===== config.mk =====
export PLATFORM = sky130hd
export DESIGN_NAME = pixie_video
export DESIGN_NICKNAME = d
export VERILOG_FILES = /design/src/rtl/pixie_pkg.sv /design/src/rtl/pixie_timing.sv /design/src/rtl/pixie_video.sv
export SDC_FILE = /design/constraint.sdc
export NUM_CORES = 1
export LEC_CHECK = 0
export ABC_AREA = 1
export BUFFER_PORTS_ARGS = -buffer_cell sky130_fd_sc_hd__buf_2
export CAP_MARGIN = 25
export CORE_MARGIN = 2
export CORE_UTILIZATION = 30
export DETAILED_ROUTE_END_ITERATION = 10
export PLACE_DENSITY_LB_ADDON = 0.05
export SKIP_CTS_REPAIR_TIMING = 1
export SYNTH_ARGS = -nofsm -noshare
export SYNTH_HDL_FRONTEND = slang
export SYNTH_SLANG_ARGS = --single-unit

===== constraint.sdc =====
create_clock -name CLOCK -period 4.3 [get_ports CLOCK]
set_clock_uncertainty 0.1 [all_clocks]
set_input_delay 0.645 -clock CLOCK [delete_from_list [all_inputs] [get_ports CLOCK]]
set_output_delay 0.645 -clock CLOCK [all_outputs]
set_load 0.05 [all_outputs]

===== src/rtl/pixie_pkg.sv =====
// Shared constants and types for the pixie video responder.
// Holds the frame-window line numbers, the machine-cycle windows, the CPU
// state-code encodings and the timing decode bundle passed from pixie_timing.
package pixie_pkg;

  // Counter widths for the default 8 x 14 x 262 geometry.
  localparam int unsigned CDIV_W    = 3;
  localparam int unsigned MCYC_W    = 4;
  localparam int unsigned LINE_W    = 9;
  localparam int unsigned BYTECNT_W = 4;
  localparam int unsigned PIXCNT_W  = 3;

  // Line numbers bounding the request windows.
  localparam int unsigned LN_EF1_A    = 76;
  localparam int unsigned LN_INT      = 78;
  localparam int unsigned LN_DISP     = 80;
  localparam int unsigned LN_EF1_B    = 204;
  localparam int unsigned LN_DISP_END = 208;
  localparam int unsigned VSYNC_LINES = 4;

  // Machine-cycle window bounds within a line.
  localparam int unsigned MC_DMA_START = 2;
  localparam int unsigned MC_DMA_END   = 10;
  localparam int unsigned MC_HSYNC     = 12;

  localparam int unsigned BYTES_PER_LINE = 8;

  // CPU state codes.
  localparam logic [1:0] SC_DMA = 2'b10;
  localparam logic [1:0] SC_INT = 2'b11;

  // Decodes of the current counter position.
  typedef struct packed {
    logic hsync;
    logic vsync;
    logic disp_line;
    logic int_line;
    logic ef1_line;
    logic dma_win;
    logic line_end;
  } timing_t;

endpackage


===== src/rtl/pixie_timing.sv =====
// Free-running frame timing for pixie_video.
// Ports: CLOCK/CLEAR_N (sync active-low reset); tim_c = combinational decodes
// of the cdiv/mcyc/line counters (syncs, line windows, DMA window, line end).
module pixie_timing
  import pixie_pkg::*;
#(
  parameter int unsigned CYC_CLKS    = 8,
  parameter int unsigned LINE_CYCS   = 14,
  parameter int unsigned FRAME_LINES = 262,
  parameter int unsigned DISP_FIRST  = 80,
  parameter int unsigned DISP_LINES  = 128
) (
  input  logic    CLOCK,
  input  logic    CLEAR_N,
  output timing_t tim_c
);

  logic [CDIV_W-1:0] cdiv_q, cdiv_d;
  logic [MCYC_W-1:0] mcyc_q, mcyc_d;
  logic [LINE_W-1:0] line_q, line_d;
  logic              cdiv_last, mcyc_last, line_last;

  assign cdiv_last = (cdiv_q == CDIV_W'(CYC_CLKS - 1));
  assign mcyc_last = (mcyc_q == MCYC_W'(LINE_CYCS - 1));
  assign line_last = (line_q == LINE_W'(FRAME_LINES - 1));

  // Cascaded counter advance.
  always_comb begin
    cdiv_d = cdiv_q + CDIV_W'(1);
    mcyc_d = mcyc_q;
    line_d = line_q;
    if (cdiv_last) begin
      cdiv_d = '0;
      if (mcyc_last) begin
        mcyc_d = '0;
        line_d = line_last ? '0 : line_q + LINE_W'(1);
      end else begin
        mcyc_d = mcyc_q + MCYC_W'(1);
      end
    end
  end

  always_ff @(posedge CLOCK) begin
    if (!CLEAR_N) begin
      cdiv_q <= '0;
      mcyc_q <= '0;
      line_q <= '0;
    end else begin
      cdiv_q <= cdiv_d;
      mcyc_q <= mcyc_d;
      line_q <= line_d;
    end
  end

  // Window decodes of the present position; the consumer registers them.
  always_comb begin
    tim_c           = '0;
    tim_c.hsync     = (mcyc_q >= MCYC_W'(MC_HSYNC));
    tim_c.vsync     = (line_q < LINE_W'(VSYNC_LINES));
    tim_c.disp_line = (line_q >= LINE_W'(DISP_FIRST)) &&
                      (line_q < LINE_W'(DISP_FIRST + DISP_LINES));
    tim_c.int_line  = (line_q >= LINE_W'(LN_INT)) && (line_q < LINE_W'(LN_DISP));
    tim_c.ef1_line  = ((line_q >= LINE_W'(LN_EF1_A)) && (line_q < LINE_W'(LN_DISP))) ||
                      ((line_q >= LINE_W'(LN_EF1_B)) && (line_q < LINE_W'(LN_DISP_END)));
    tim_c.dma_win   = (mcyc_q >= MCYC_W'(MC_DMA_START)) && (mcyc_q < MCYC_W'(MC_DMA_END));
    tim_c.line_end  = cdiv_last && mcyc_last;
  end

endmodule


===== src/rtl/pixie_video.sv =====
// CDP1861-style video responder.
// Ports: CLOCK/CLEAR_N (sync active-low reset); SC, dma_data, dma_strobe,
// io_n, io_inp, io_out from the CPU; dma_out_req, int_n, ef1_n requests back
// to the CPU; pixel/hsync/vsync/de to the video mixer. All outputs are flops.
// CYC_CLKS must be 8 (one DMA byte is serialised per machine cycle).
module pixie_video
  import pixie_pkg::*;
#(
  parameter int unsigned CYC_CLKS    = 8,
  parameter int unsigned LINE_CYCS   = 14,
  parameter int unsigned FRAME_LINES = 262,
  parameter int unsigned DISP_FIRST  = 80,
  parameter int unsigned DISP_LINES  = 128
) (
  input  logic       CLOCK,
  input  logic       CLEAR_N,
  input  logic [1:0] SC,
  input  logic [7:0] dma_data,
  input  logic       dma_strobe,
  input  logic [2:0] io_n,
  input  logic       io_inp,
  input  logic       io_out,
  output logic       dma_out_req,
  output logic       int_n,
  output logic       ef1_n,
  output logic       pixel,
  output logic       hsync,
  output logic       vsync,
  output logic       de
);

  timing_t tim;

  pixie_timing #(
    .CYC_CLKS    (CYC_CLKS),
    .LINE_CYCS   (LINE_CYCS),
    .FRAME_LINES (FRAME_LINES),
    .DISP_FIRST  (DISP_FIRST),
    .DISP_LINES  (DISP_LINES)
  ) u_timing (
    .CLOCK   (CLOCK),
    .CLEAR_N (CLEAR_N),
    .tim_c   (tim)
  );

  logic                 en_q, en_d;
  logic [BYTECNT_W-1:0] bytecnt_q, bytecnt_d, bytecnt_acc;
  logic [7:0]           shifter_q, shifter_d;
  logic [PIXCNT_W-1:0]  pixcnt_q, pixcnt_d;
  logic                 live_q, live_d;
  logic                 int_done_q, int_done_d;
  logic                 dma_out_req_q, dma_out_req_d;
  logic                 int_n_q, int_n_d;
  logic                 ef1_n_q, ef1_n_d;
  logic                 hsync_q, hsync_d;
  logic                 vsync_q, vsync_d;
  logic                 de_q, de_d;
  logic                 accept, sc_int, io_sel;

  assign io_sel = (io_n == 3'd1);
  assign sc_int = (SC == SC_INT);
  // A byte counts only while the responder is actually requesting it.
  assign accept = dma_strobe && (SC == SC_DMA) && dma_out_req_q;

  // Display enable: a clear beats a simultaneous set.
  always_comb begin
    en_d = en_q;
    if (io_sel && io_out) begin
      en_d = 1'b0;
    end else if (io_sel && io_inp) begin
      en_d = 1'b1;
    end
  end

  // Per-line byte count; the request looks at the post-accept count so it
  // drops in the clock right after the last byte.
  always_comb begin
    bytecnt_acc   = accept ? bytecnt_q + BYTECNT_W'(1) : bytecnt_q;
    bytecnt_d     = tim.line_end ? '0 : bytecnt_acc;
    dma_out_req_d = en_q && tim.disp_line && tim.dma_win &&
                    (bytecnt_acc < BYTECNT_W'(BYTES_PER_LINE));
  end

  // Interrupt: one request per frame, released by the first acknowledge.
  always_comb begin
    int_done_d = tim.int_line ? (int_done_q || sc_int) : 1'b0;
    int_n_d    = !(en_q && tim.int_line && !int_done_q && !sc_int);
    ef1_n_d    = !(en_q && tim.ef1_line);
    de_d       = en_q && tim.disp_line && tim.dma_win;
    hsync_d    = tim.hsync;
    vsync_d    = tim.vsync;
  end

  // Serialiser: zero fill means the shifter is empty once a byte is done,
  // so shifter[7] alone is the pixel. A load always wins over the shift.
  always_comb begin
    shifter_d = shifter_q;
    pixcnt_d  = pixcnt_q;
    live_d    = live_q;
    if (accept) begin
      shifter_d = dma_data;
      pixcnt_d  = PIXCNT_W'(7);
      live_d    = 1'b1;
    end else if (live_q) begin
      shifter_d = {shifter_q[6:0], 1'b0};
      if (pixcnt_q == '0) begin
        live_d = 1'b0;
      end else begin
        pixcnt_d = pixcnt_q - PIXCNT_W'(1);
      end
    end
  end

  always_ff @(posedge CLOCK) begin
    if (!CLEAR_N) begin
      en_q          <= 1'b0;
      bytecnt_q     <= '0;
      shifter_q     <= '0;
      pixcnt_q      <= '0;
      live_q        <= 1'b0;
      int_done_q    <= 1'b0;
      dma_out_req_q <= 1'b0;
      int_n_q       <= 1'b1;
      ef1_n_q       <= 1'b1;
      hsync_q       <= 1'b0;
      vsync_q       <= 1'b1;
      de_q          <= 1'b0;
    end else begin
      en_q          <= en_d;
      bytecnt_q     <= bytecnt_d;
      shifter_q     <= shifter_d;
      pixcnt_q      <= pixcnt_d;
      live_q        <= live_d;
      int_done_q    <= int_done_d;
      dma_out_req_q <= dma_out_req_d;
      int_n_q       <= int_n_d;
      ef1_n_q       <= ef1_n_d;
      hsync_q       <= hsync_d;
      vsync_q       <= vsync_d;
      de_q          <= de_d;
    end
  end

  assign dma_out_req = dma_out_req_q;
  assign int_n       = int_n_q;
  assign ef1_n       = ef1_n_q;
  assign pixel       = shifter_q[7];
  assign hsync       = hsync_q;
  assign vsync       = vsync_q;
  assign de          = de_q;

endmodule


## Word level (Yosys, flattened, before mapping)

Index checks and enable logic that the tools add are counted.

- Flip-flop bits (word level): 40
- Input bits: 18
- Output and inout bits: 7

- Add/subtract/negate cells: 5
- $lt $le $gt $ge: 11
- Equality and inequality tests: 7
- Mux-type cells: 11
- Bitwise gates (word level): 1
- Reductions and logical operators: 31

Operators by type and width:

| cell | number |
|---|---|
| >= comparator 9 x 7 -> 1 bit (second input constant) | 3 |
| logical AND 1 bit | 17 |
| two-way mux 8 bit | 2 |
| adder 9 x 1 -> 9 bit (second input constant) | 1 |
| equality test 9 bit (second input constant) | 1 |
| >= comparator 9 x 8 -> 1 bit (second input constant) | 1 |
| less-than comparator 9 x 3 -> 1 bit (second input constant) | 1 |
| less-than comparator 9 x 7 -> 1 bit (second input constant) | 1 |
| less-than comparator 9 x 8 -> 1 bit (second input constant) | 1 |
| two-way mux 3 bit | 3 |
| two-way mux 9 bit | 1 |
| adder 4 x 1 -> 4 bit (second input constant) | 2 |
| less-than comparator 4 bit (second input constant) | 2 |
| two-way mux 4 bit | 2 |
| AND reduction 2 bit | 3 |
| OR reduction 2 bit | 3 |
| equality test 2 bit (second input constant) | 2 |
| equality test 4 bit (second input constant) | 1 |
| >= comparator 4 x 2 -> 1 bit (second input constant) | 1 |
| >= comparator 4 bit (second input constant) | 1 |
| logical NOT 1 bit | 4 |
| adder 3 x 1 -> 3 bit (second input constant) | 1 |
| equality test 3 x 1 -> 1 bit (second input constant) | 1 |
| equality test 3 bit (second input constant) | 1 |
| other kinds (7) | 10 |

## Longest topological paths before layout

Gate-level depths: netlist (run 1).

- Depth after elaboration: 6
- Mapped depth: 10
- Mapped depth without buffers: 10

## Cells and area by module

Synthesis (run 1) repeated with hierarchy kept, for this count alone.

- Cells, all modules: 284
- Area, all modules: 1,963.1 sq um

By module, submodules not included:

| module | instances | cells an instance | area each (sq um) | seq. area each (sq um) |
|---|---|---|---|---|
| pixie_video | 1 | 148 | 1,056.0 | 480.5 |
| pixie_timing | 1 | 136 | 907.1 | 320.3 |

## Worst setup path before layout (run 1)

No wires, ideal clock.

- Kind: flip-flop to flip-flop
- Start point: reg dma_out_req_q (netlist: dma_out_req)
- End point: reg dma_out_req_q (netlist: dma_out_req)
- Setup time: 0.115 ns
- Arrival time: 1.365 ns
- Required time: 4.085 ns
- Path slack: 2.720 ns
- Stages on the path, launching flop included: 7
- Cell sequence: dfxtp_1 nand2_1 nor3_4 nand2_1 nand2_1 nand2_1 and2_1

- Cells in the longest elaborated chain, start to end: 4

RTL lines:

| what | RTL line | RTL |
|---|---|---|
| start: declaration | pixie_video.sv:52 | `logic dma_out_req_q, dma_out_req_d;` |
| start signal: assignment | pixie_video.sv:135 | `dma_out_req_q <= dma_out_req_d;` |
| logical AND 1 bit | pixie_video.sv:63 | `assign accept = dma_strobe && (SC == SC_DMA) && dma_out_req_q;` |
| two-way mux 4 bit | pixie_video.sv:78 | `bytecnt_acc = accept ? bytecnt_q + BYTECNT_W'(1) : bytecnt_q;` |
| less-than comparator 4 bit | pixie_video.sv:81 | `(bytecnt_acc < BYTECNT_W'(BYTES_PER_LINE));` |
| logical AND 1 bit | pixie_video.sv:80 | `dma_out_req_d = en_q && tim.disp_line && tim.dma_win &&` |

No other way between the ends.
A chain may end at the register's enable or synchronous reset.

## Worst setup path in the final report (run 1)

- Start point: reg dma_out_req_q (netlist: dma_out_req)
- End point: out dma_out_req

RTL lines:

| what | RTL line | RTL |
|---|---|---|
| end: declaration | pixie_video.sv:23 | `output logic dma_out_req,` |

No word-level cell between the ends.

==> results of run 1 <==
==> cells in the mapped netlist, types with 2 or more instances <==
library cell and instances:
a21oi_1 12, nor2_4 2, dfxtp_1 40, nor3_1 4, buf_2 3, nor2_2 3, a211oi_1 3, xor2_1 5
a21boi_0 5, nand4_1 5, a211oi_2 2, ha_1 7, inv_1 30, nand2_1 56, nand3_1 9, o21ai_0 10
nand2_2 3, nor2_1 29
==> worst register-to-register path: cells and delay by family (launching register included) <==
family,cells,cell delay [ns]
buf+inv,2,0.22
simple gates,5,0.53
fa+ha+maj,2,0.34
flops,1,0.34
==> stage by stage <==
stage / utilization (%) / cell area, um^2 / power [W] / instances
global route: 35.41 / 2210 / 0.0007628 / 351
floorplan: - / 1906 / 0.0003962 / 247
global placement: 33.46 / 2088 / 0.0004077 / 343
finish: 35.41 / 2210 / 0.0007254 / 351
detailed placement: 33.46 / 2088 / 0.0004079 / 343
CTS: 35.41 / 2210 / 0.0007409 / 351
==> flip-flops by register name, indices dropped and copies added (netlist names) <==
name	cells
shifter_q	8
live_q	1
u_timing.cdiv_q	3
u_timing.mcyc_q	4
vsync	1
int_n	1
pixcnt_q	3
u_timing.line_q	9
bytecnt_q	4
en_q	1
int_done_q	1
de	1
ef1_n	1
dma_out_req	1
hsync	1
==> worst min-delay path by stage <==
stage	from	endpoint	slack (ns)	cells after the start
finish	en_q	int_n	0.33	1
global route	en_q	int_n	0.35	1
CTS	u_timing.cdiv_q[0]	u_timing.cdiv_q[0]	0.33	1
detailed placement	en_q	int_n	0.31	1
global placement	en_q	int_n	0.32	1
floorplan	en_q	int_n	0.29	1
==> per-layer routing <==
layer	vias up	share of wire, %
met1	702	48
met2	21	47
li1	843	-
met3	9	3.1
met5	-	0
met4	0	2.1
==> area by class of cell <==
class | instances | area (um^2)
clock inverter | 2 | 38.79
fill | 684 | 4031
tap | 77 | 96.34
inverter | 31 | 116.4
clock buffer | 6 | 82.58
timing repair buffer | 24 | 120.1
multi-input combinational | 171 | 954.7
sequential | 40 | 800.8
==> cell families after synthesis <==
kind of cell	Yosys count
AO/OA/AOI/OAI	35
XOR/XNOR	5
adder cells (fa/ha/maj)	7
buffers and inverters	36
flip-flops	40
AND/OR/NAND/NOR	124
==> power by group through the flow <==
stage / Combinational (W) / Sequential (W) / Clock (W)
5_1_grt: 0.0000284 / 0.000375 / 0.000360
3_5_place_dp: 0.0000251 / 0.000383 / 0
3_3_place_gp: 0.0000249 / 0.000383 / 0
6_report: 0.0000246 / 0.000374 / 0.000327
2_1_floorplan: 0.0000137 / 0.000383 / 0
4_1_cts: 0.0000253 / 0.000374 / 0.000342
==> results.cfg, run 1 <==
[worst_setup_path]
path_buf_inv = 1
worstPathArrival_ns = 0.97
critPathMaxStageDelay_ns = 0.39
path_class = flop to output pin
r2r-end = u_timing.line_q[3]
cpMaxStageDelayCell = dfxtp_1
reg2reg_depth = 9
worstPathMaxFanout = 3
r2r-start = u_timing.cdiv_q[0]
crit_family = flip-flops
startpoint_type = flop
worstSetupPathDepth = 1
crit_start = dma_out_req
rrSetupSlack_ns = 2.67
cp_cell_sequence = buf_2
endpoint = dma_out_req
setup.worst_path.end_class = output pin
worstPathRequired_ns = 3.56

[route]
wl_per_cell_um = 10.83
routed_wl_um = 3802
avgViaCountPerCell = 4.487
drtIter0Drc = 60
vias = 1575
ant_nets = 0
drt_first_pass_iters = 4
drc = 0

[global_route]
met3_usage_pct = 3.066
grt_use_total_pct = 12.10
grt_start_max_net_pins = 22
grt_most_used_layer = met2
grt_pass1_wl_um = 6879
grt_pass1_vias = 1554
grt_overflow = 0
grt_use_met1_pct = 14.92
grtUsageMet2_pct = 19.93
antenna_found_initial = 0

[placed_design]
gp_congestion = 0.7436
io_buffer_count = 24
place_ws_ns = 2.229
dp_hpwl_um = 2831

[run]
maxCapViolations = 0

[yosys]
synth_nets = 272
synth-compound-area-share_pct = 11.49
ys.flop_type = dfxtp_1
synth_cells = 247
ys_types = 37
synthSimpleGateAreaFrac_pct = 31.71
synth-xor-area-share_pct = 2.298
synth-adder-area-share_pct = 4.596
synth_top_area_share_pct = 42.02
syn_area_mm2 = 0.001906
synth-edff-count = 0
yosys.area.top_type = dfxtp_1
synth_seq_area_share_pct = 42.02
ys_ff_latch = 40
yosys-top-cells-area = dfxtp_1 42%, nand2_1 11%, inv_1 5.9%, nor2_1 5.7%, ha_1 4.6%
ys.warnings.count = 0
synth_mux_area_share_pct = 0
synth_top_family_by_area = simple AND/OR/NAND/NOR gates
synth_area_per_cell_um2 = 7.715
synthArstFlopShare_pct = 0

[floorplanning]
ios = 25
start_util_pct = 30.53
rows = 29
die_y_um = 83.70
die_w_um = 83.70
core_area_mm2 = 0.006241
die_area_mm2 = 0.007006

[power]
clock_power_share_pct = 45.1
ir_drop_mv = 0.1355
leakage_nw = 1.004
p_int_w = 0.0005730
seqPwrFrac_pct = 51.6
swShare_pct = 21.01
p_switching_w = 0.0001524
powerDensity_mw_per_mm2 = 328.3
combPwrFrac_pct = 3.4

[final_layout]
drive_above_1_share_pct = 18.61
syn_to_final_growth_pct = 15.96
layout_commonest_cell = nand2_1
nNetsFinal = 298
layout.cells.most_common_list = 56 x nand2_1, 40 x dfxtp_1, 30 x inv_1
antenna_cells = 0

[sta]
setup_viol = 0
tns_ns = 0
worstMarginPinSlew_ns = 0.7831
relSlewSlack_pct = 47.73
slew_viol_final = 0
fmax_ghz = 0.5829
hold_viol_final = 0
grt_setup_unrepaired = no
hold-worst-slack_ns = 0.3270
period_minus_slack_ns = 1.716
finalCritPeriodShare_pct = 39.90
finalWorstSetupSlack_ns = 2.584

[status]
status = finished clean

[cts]
clk_latency_ns = 0.30
cts_max_path_buffers = 2
cts_inserted_buffers = 5
path_clk_slew_ns = 0.08
cts_max_level = 2
cts_tree = built
cts.root.buffer_cell = clkbuf_8
clock_sinks = 40

[min_path]
hp-class = flop to flop
No activity file was read; power rests on OpenSTA's default activity.
==> run 2: changes to the inputs <==
ABC_AREA = 0   (was 1)
clock period = 1.6 ns   (was 4.3 ns; I/O delays follow)
==> run 2 against run 1 <==
The run now ends with setup timing left. Sequential share of layout area down 1.7 points. Non-clock buffer count up 28. First-iteration DRC count up 8.3%. Critical path depth up 4. Clock power up 110%. Register-to-register slack worse by 2.8 ns. Utilization up 4.6 points. Count of clock-buffer cells in the layout up 2. Synthesized cell count down 23%. Largest power group unchanged.
==> results.cfg, run 2 <==
[status]
status = finished, violations left
violations = setup timing

[worst_setup_path]
critPathMaxStageDelay_ns = 0.50
reg2reg_depth = 5
worstPathArrival_ns = 1.84
rrSetupSlack_ns = -0.17
startpoint_type = flop
r2r-end = u_timing.line_q[7]
worstPathRequired_ns = 1.67
path_class = flop to flop
cpMaxStageDelayCell = or4_4
r2r-start = u_timing.line_q[6]
setup.worst_path.end_class = flop
cp_cell_sequence = or3_4 > or4_4 > o21ai_4 > buf_6 > a21oi_2
worstPathMaxFanout = 3

[placed_design]
gp_congestion = 0.8522
dp_hpwl_um = 2808
dp_cells = 307
io_buffer_count = 24
place_ws_ns = -0.1675

[route]
drt_first_pass_iters = 4
drc = 0
wl_per_cell_um = 12.01
vias = 1457
ant_nets = 0
avgViaCountPerCell = 4.625
drtIter0Drc = 65
routed_wl_um = 3783

[cts]
clk_latency_ns = 0.29
path_clk_slew_ns = 0.07
cts_max_path_buffers = 2
cts_max_level = 2
cts_inserted_buffers = 5
clock_sinks = 40
cts_tree = built
cts.root.buffer_cell = clkbuf_8

[final_layout]
layout_commonest_cell = dfxtp_1
reg_top3 = u_timing.line_q x9, shifter_q x8
largest_reg_flops = 9
syn_to_final_growth_pct = 30.86
layout.cells.non_filler = 315
nNetsFinal = 264
fin_util_pct = 39.99
largest-register = u_timing.line_q
fillers = 580
antenna_cells = 0
layout.cells.most_common_list = 34 x dfxtp_1, 26 x buf_4, 24 x buf_2
drive_above_1_share_pct = 34.58

[power]
leakage_nw = 1.006
ir_drop_mv = 0.2850
powerDensity_mw_per_mm2 = 752.7

[floorplanning]
die_w_um = 81.20
die_y_um = 81.20
core_area_mm2 = 0.005851
die_area_mm2 = 0.006593
ios = 25
start_util_pct = 30.56
rows = 28

[sta]
fmax_ghz = 0.5665
finalCritPeriodShare_pct = 110.3
setup_viol = 9
slew_viol_final = 0
grt_setup_unrepaired = yes
tns_ns = -1.149
period_minus_slack_ns = 1.765
hold_viol_final = 0
worstMarginPinSlew_ns = 0.3327
relSlewSlack_pct = 77.62
finalWorstSetupSlack_ns = -0.1653

[global_route]
antenna_found_initial = 0
grt_overflow = 0
grt_pass1_wl_um = 6437
grt_pass1_vias = 1442
grt_start_max_net_pins = 25
grt_use_total_pct = 12.86

[run]
maxCapViolations = 0

[yosys]
ys_ff_latch = 40
synthArstFlopShare_pct = 0
ys_types = 44
yosys.area.top_type = dfxtp_1
syn_area_mm2 = 0.001788
synth_area_per_cell_um2 = 9.460
synthTopCellsByCount = 40 x dfxtp_1, 23 x nand2_1, 14 x nor2_1
synth_most_common_cell = dfxtp_1
synth_top_area_share_pct = 44.79
ys.warnings.count = 0
yosys-top-cells-area = dfxtp_1 45%, ha_1 4.9%, nand2_1 4.8%, mux2i_1 3.9%, o211a_1 3.9%
synth_nets = 214
synth-edff-count = 0
ys.flop_type = dfxtp_1
synth_cells = 189
synth_seq_area_share_pct = 44.79

[min_path]
whs_path_depth = 3
hold_end = en_q
hp-start = io_inp
hp-class = primary input to flop
==> run 2: layout make-up <==
cell class	instances	area [um^2]	share of cell area, %
sequential	40	808.3	34.55
multi-input combinational	134	987.2	42.19
clock buffer	8	90.09	3.850
tap	75	93.84	4.011
timing repair buffer	52	337.8	14.44
inverter	6	22.52	0.9626
==> run 2: layer usage <==
layer	up-vias	global-route usage, %	part of all wire [%]
met3	6	3.667	4.2
met2	28	21.65	47
met4	0	4.068	1.3
met1	671	15.83	48
met5	-	0	0
li1	752	-	-
==> run 2: where the power goes <==
| part | total, W | leakage [nW] | switching [W] | internal, W |
|---|---|---|---|---|
| clock | 0.000684 | 0.0455 | 0.000333 | 0.000352 |
| combinational | 0.0000671 | 0.635 | 0.0000304 | 0.0000367 |
| sequential | 0.00101 | 0.325 | 0.00000643 | 0.00100 |
| total | 0.00176 | 1.01 | 0.000369 | 0.00139 |
==> run 2: critical path: cells and delay by family (launching register included) <==
| kind | cells | cell delay (ns) |
|---|---|---|
| simple gates | 2 | 0.88 |
| flops | 1 | 0.32 |
| compound gates | 2 | 0.22 |
| buf+inv | 1 | 0.13 |
==> run 2: logic make-up (layout without fill, tap and decap cells) <==
family                     after synthesis  in the layout  synth area share [%]
AOI/OAI and AO/OA                       28             28                 11.62
DFF                                     40             40                 44.79
xor gates and xnor gates                14             14                 6.858
muxes                                    8              8                 4.549
adders and majority gates                7              7                 4.898
and+or+nand+nor                         77             77                 23.58
buffers and inverters                   15             66                 3.708
==> run 2: worst max path at each step <==
stage	slack, ns	from	endpoint	cells past startpoint
finish	-0.17	u_timing.line_q[6]	u_timing.line_q[7]	5
global route	-0.21	u_timing.line_q[6]	u_timing.line_q[6]	5
CTS	-0.19	u_timing.cdiv_q[0]	u_timing.line_q[7]	6
detailed placement	-0.17	u_timing.cdiv_q[0]	u_timing.line_q[7]	6
global placement	-0.13	u_timing.line_q[6]	u_timing.line_q[5]	5
floorplan	-0.32	u_timing.cdiv_q[1]	u_timing.line_q[7]	8
==> run 2: per-stage QoR <==
step                      power [W]  hold slack [ns]  area (um^2)
after floorplan            0.001063           0.2807         1823
after global placement     0.001094           0.3169         2197
after detailed placement   0.001098           0.3222         2197
after CTS                  0.001797          0.07635         2287
after global routing       0.001855          0.07834         2340
final                      0.001761          0.08439         2340
==> run 3: changes to the inputs <==
CORE_UTILIZATION = 56   (was 30)
SLEW_MARGIN = 30   (was not set)
==> run 3 against run 2 <==
The flow still finishes with violations (setup timing). First-iteration DRC count rose by 3.1%. Sequential cell count unchanged. Worst setup slack got worse by 0.021 ns. Via count down 0.48%. Sequential share of layout area up 1.7 points. Design area is 4.8% lower. Critical path type unchanged.
==> results.cfg, run 3 (same netlist as run 2, synthesis figures left out) <==
[placed_design]
gp_congestion = 0.8344
dp_cells = 270
dp_hpwl_um = 2420
place_area_mm2 = 0.002113
io_buffer_count = 24

[worst_setup_path]
crit_start = u_timing.cdiv_q[0]
worstSetupPathDepth = 7
r2r-end = u_timing.line_q[1]
worstPathArrival_ns = 1.98
startpoint_type = flop
critPathMaxStageDelay_ns = 0.37
setup.worst_path.end_class = flop
path_buf_inv = 1
reg2reg_depth = 7
worstPathMaxFanout = 6
cpMaxStageDelayCell = dfxtp_2
endpoint = u_timing.line_q[1]
cp_cell_sequence = ha_4 > ha_4 > nand4_4 > or2_4 > buf_4 > or3_1 > a21boi_1
worstPathRequired_ns = 1.79
r2r-start = u_timing.cdiv_q[0]
crit_family = simple AND/OR/NAND/NOR gates
path_class = flop to flop
rrSetupSlack_ns = -0.19
path_common_cell = ha_4

[final_layout]
largest-register = u_timing.line_q
reg_top3 = u_timing.line_q x9, shifter_q x8
layout.cells.non_filler = 279
nNetsFinal = 259
drive_above_1_share_pct = 32.77
fillers = 255
largest_reg_flops = 9
syn_to_final_growth_pct = 24.56
fin_area_mm2 = 0.002227
antenna_cells = 0
layout_commonest_cell = dfxtp_1
layout.cells.most_common_list = 35 x dfxtp_1, 24 x buf_2, 23 x nand2_1, 23 x buf_4, 13 x nor2_1

[cts]
cts_max_level = 2
cts_inserted_buffers = 5
cts.root.buffer_cell = clkbuf_4
cts_tree = built
clock_sinks = 40
clk_latency_ns = 0.35
path_clk_slew_ns = 0.11
cts_max_path_buffers = 2

[route]
drtIter0Drc = 67
avgViaCountPerCell = 5.197
drc = 0
vias = 1450
wl_per_cell_um = 12.10
ant_nets = 0
routed_wl_um = 3377
drt_first_pass_iters = 4

[floorplanning]
start_util_pct = 58.57
ios = 25
core_area_mm2 = 0.003053
die_w_um = 60.51
rows = 20
die_y_um = 60.51
die_area_mm2 = 0.003661

[run]
maxCapViolations = 0

[sta]
worstMarginPinSlew_ns = 0.3325
slew_viol_final = 0
finalCritPeriodShare_pct = 111.7
fmax_ghz = 0.5597
setup_viol = 9
grt_setup_unrepaired = yes
finalWorstSetupSlack_ns = -0.1867
period_minus_slack_ns = 1.787
hold-worst-slack_ns = 0.02064
relSlewSlack_pct = 77.63
hold_viol_final = 0

[power]
leakage_nw = 0.9677
powerDensity_mw_per_mm2 = 720.2
ir_drop_mv = 0.5305

[global_route]
grt_overflow = 0
grt_start_max_net_pins = 25
grt_use_total_pct = 20.77
grt_pass1_vias = 1332
antenna_found_initial = 0
grt_pass1_wl_um = 5575

[status]
violations = setup timing
status = finished, violations left

[min_path]
hp-class = primary input to flop
run 3: worst min path at each step:
stage	startpoint	end	cells after the start
final	dma_data[5]	shifter_q[5]	2
after global routing	dma_data[7]	shifter_q[7]	2
after CTS	CLEAR_N	ef1_n	2
after detailed placement	en_q	ef1_n	1
after global placement	en_q	ef1_n	1
after floorplan	io_inp	en_q	2
run 3: area by class of cell:
cell class	instances	area [um^2]	share of cell area, %
multi-input combinational	134	988.4	44.38
sequential	40	807.0	36.24
clock inverter	2	10.01	0.4494
timing repair buffer	47	292.8	13.15
inverter	6	22.52	1.011
clock buffer	6	51.30	2.303
tap	44	55.05	2.472
run 3: worst register-to-register path: cells and delay by family, from the launching register on:
family,cells,cell delay [ns]
flip-flops,1,0.37
buffers and inverters,1,0.14
AND/OR/NAND/NOR,3,0.71
AO/OA/AOI/OAI,1,0.14
adder cells (fa/ha/maj),2,0.26
run 3: where the power goes:
part | internal [W] | total [W] | switching [W]
clock network | 0.000209 | 0.000534 | 0.000325
registers | 0.00100 | 0.00101 | 0.00000646
logic | 0.0000317 | 0.0000598 | 0.0000281
run 3: metrics by stage:
step	setup WS, ns	TNS (ns)	power (W)	util, %
floorplan	-0.3159	-1.559	0.001063	-
global placement	-0.1466	-1.138	0.001090	69.22
detailed placement	-0.1947	-1.436	0.001093	69.22
CTS	-0.2261	-1.670	0.001622	71.23
global route	-0.2586	-2.144	0.001681	72.95
finish	-0.1867	-1.278	0.001604	72.95
run 3: layer usage:
metal / global-route usage (%) / up-vias / part of all wire, %
met2: 32.30 / 51 / 46
met1: 26.29 / 647 / 45
met4: 9.938 / 0 / 1.8
met3: 6.610 / 7 / 7.9
met5: 0 / - / 0
li1: - / 745 / -
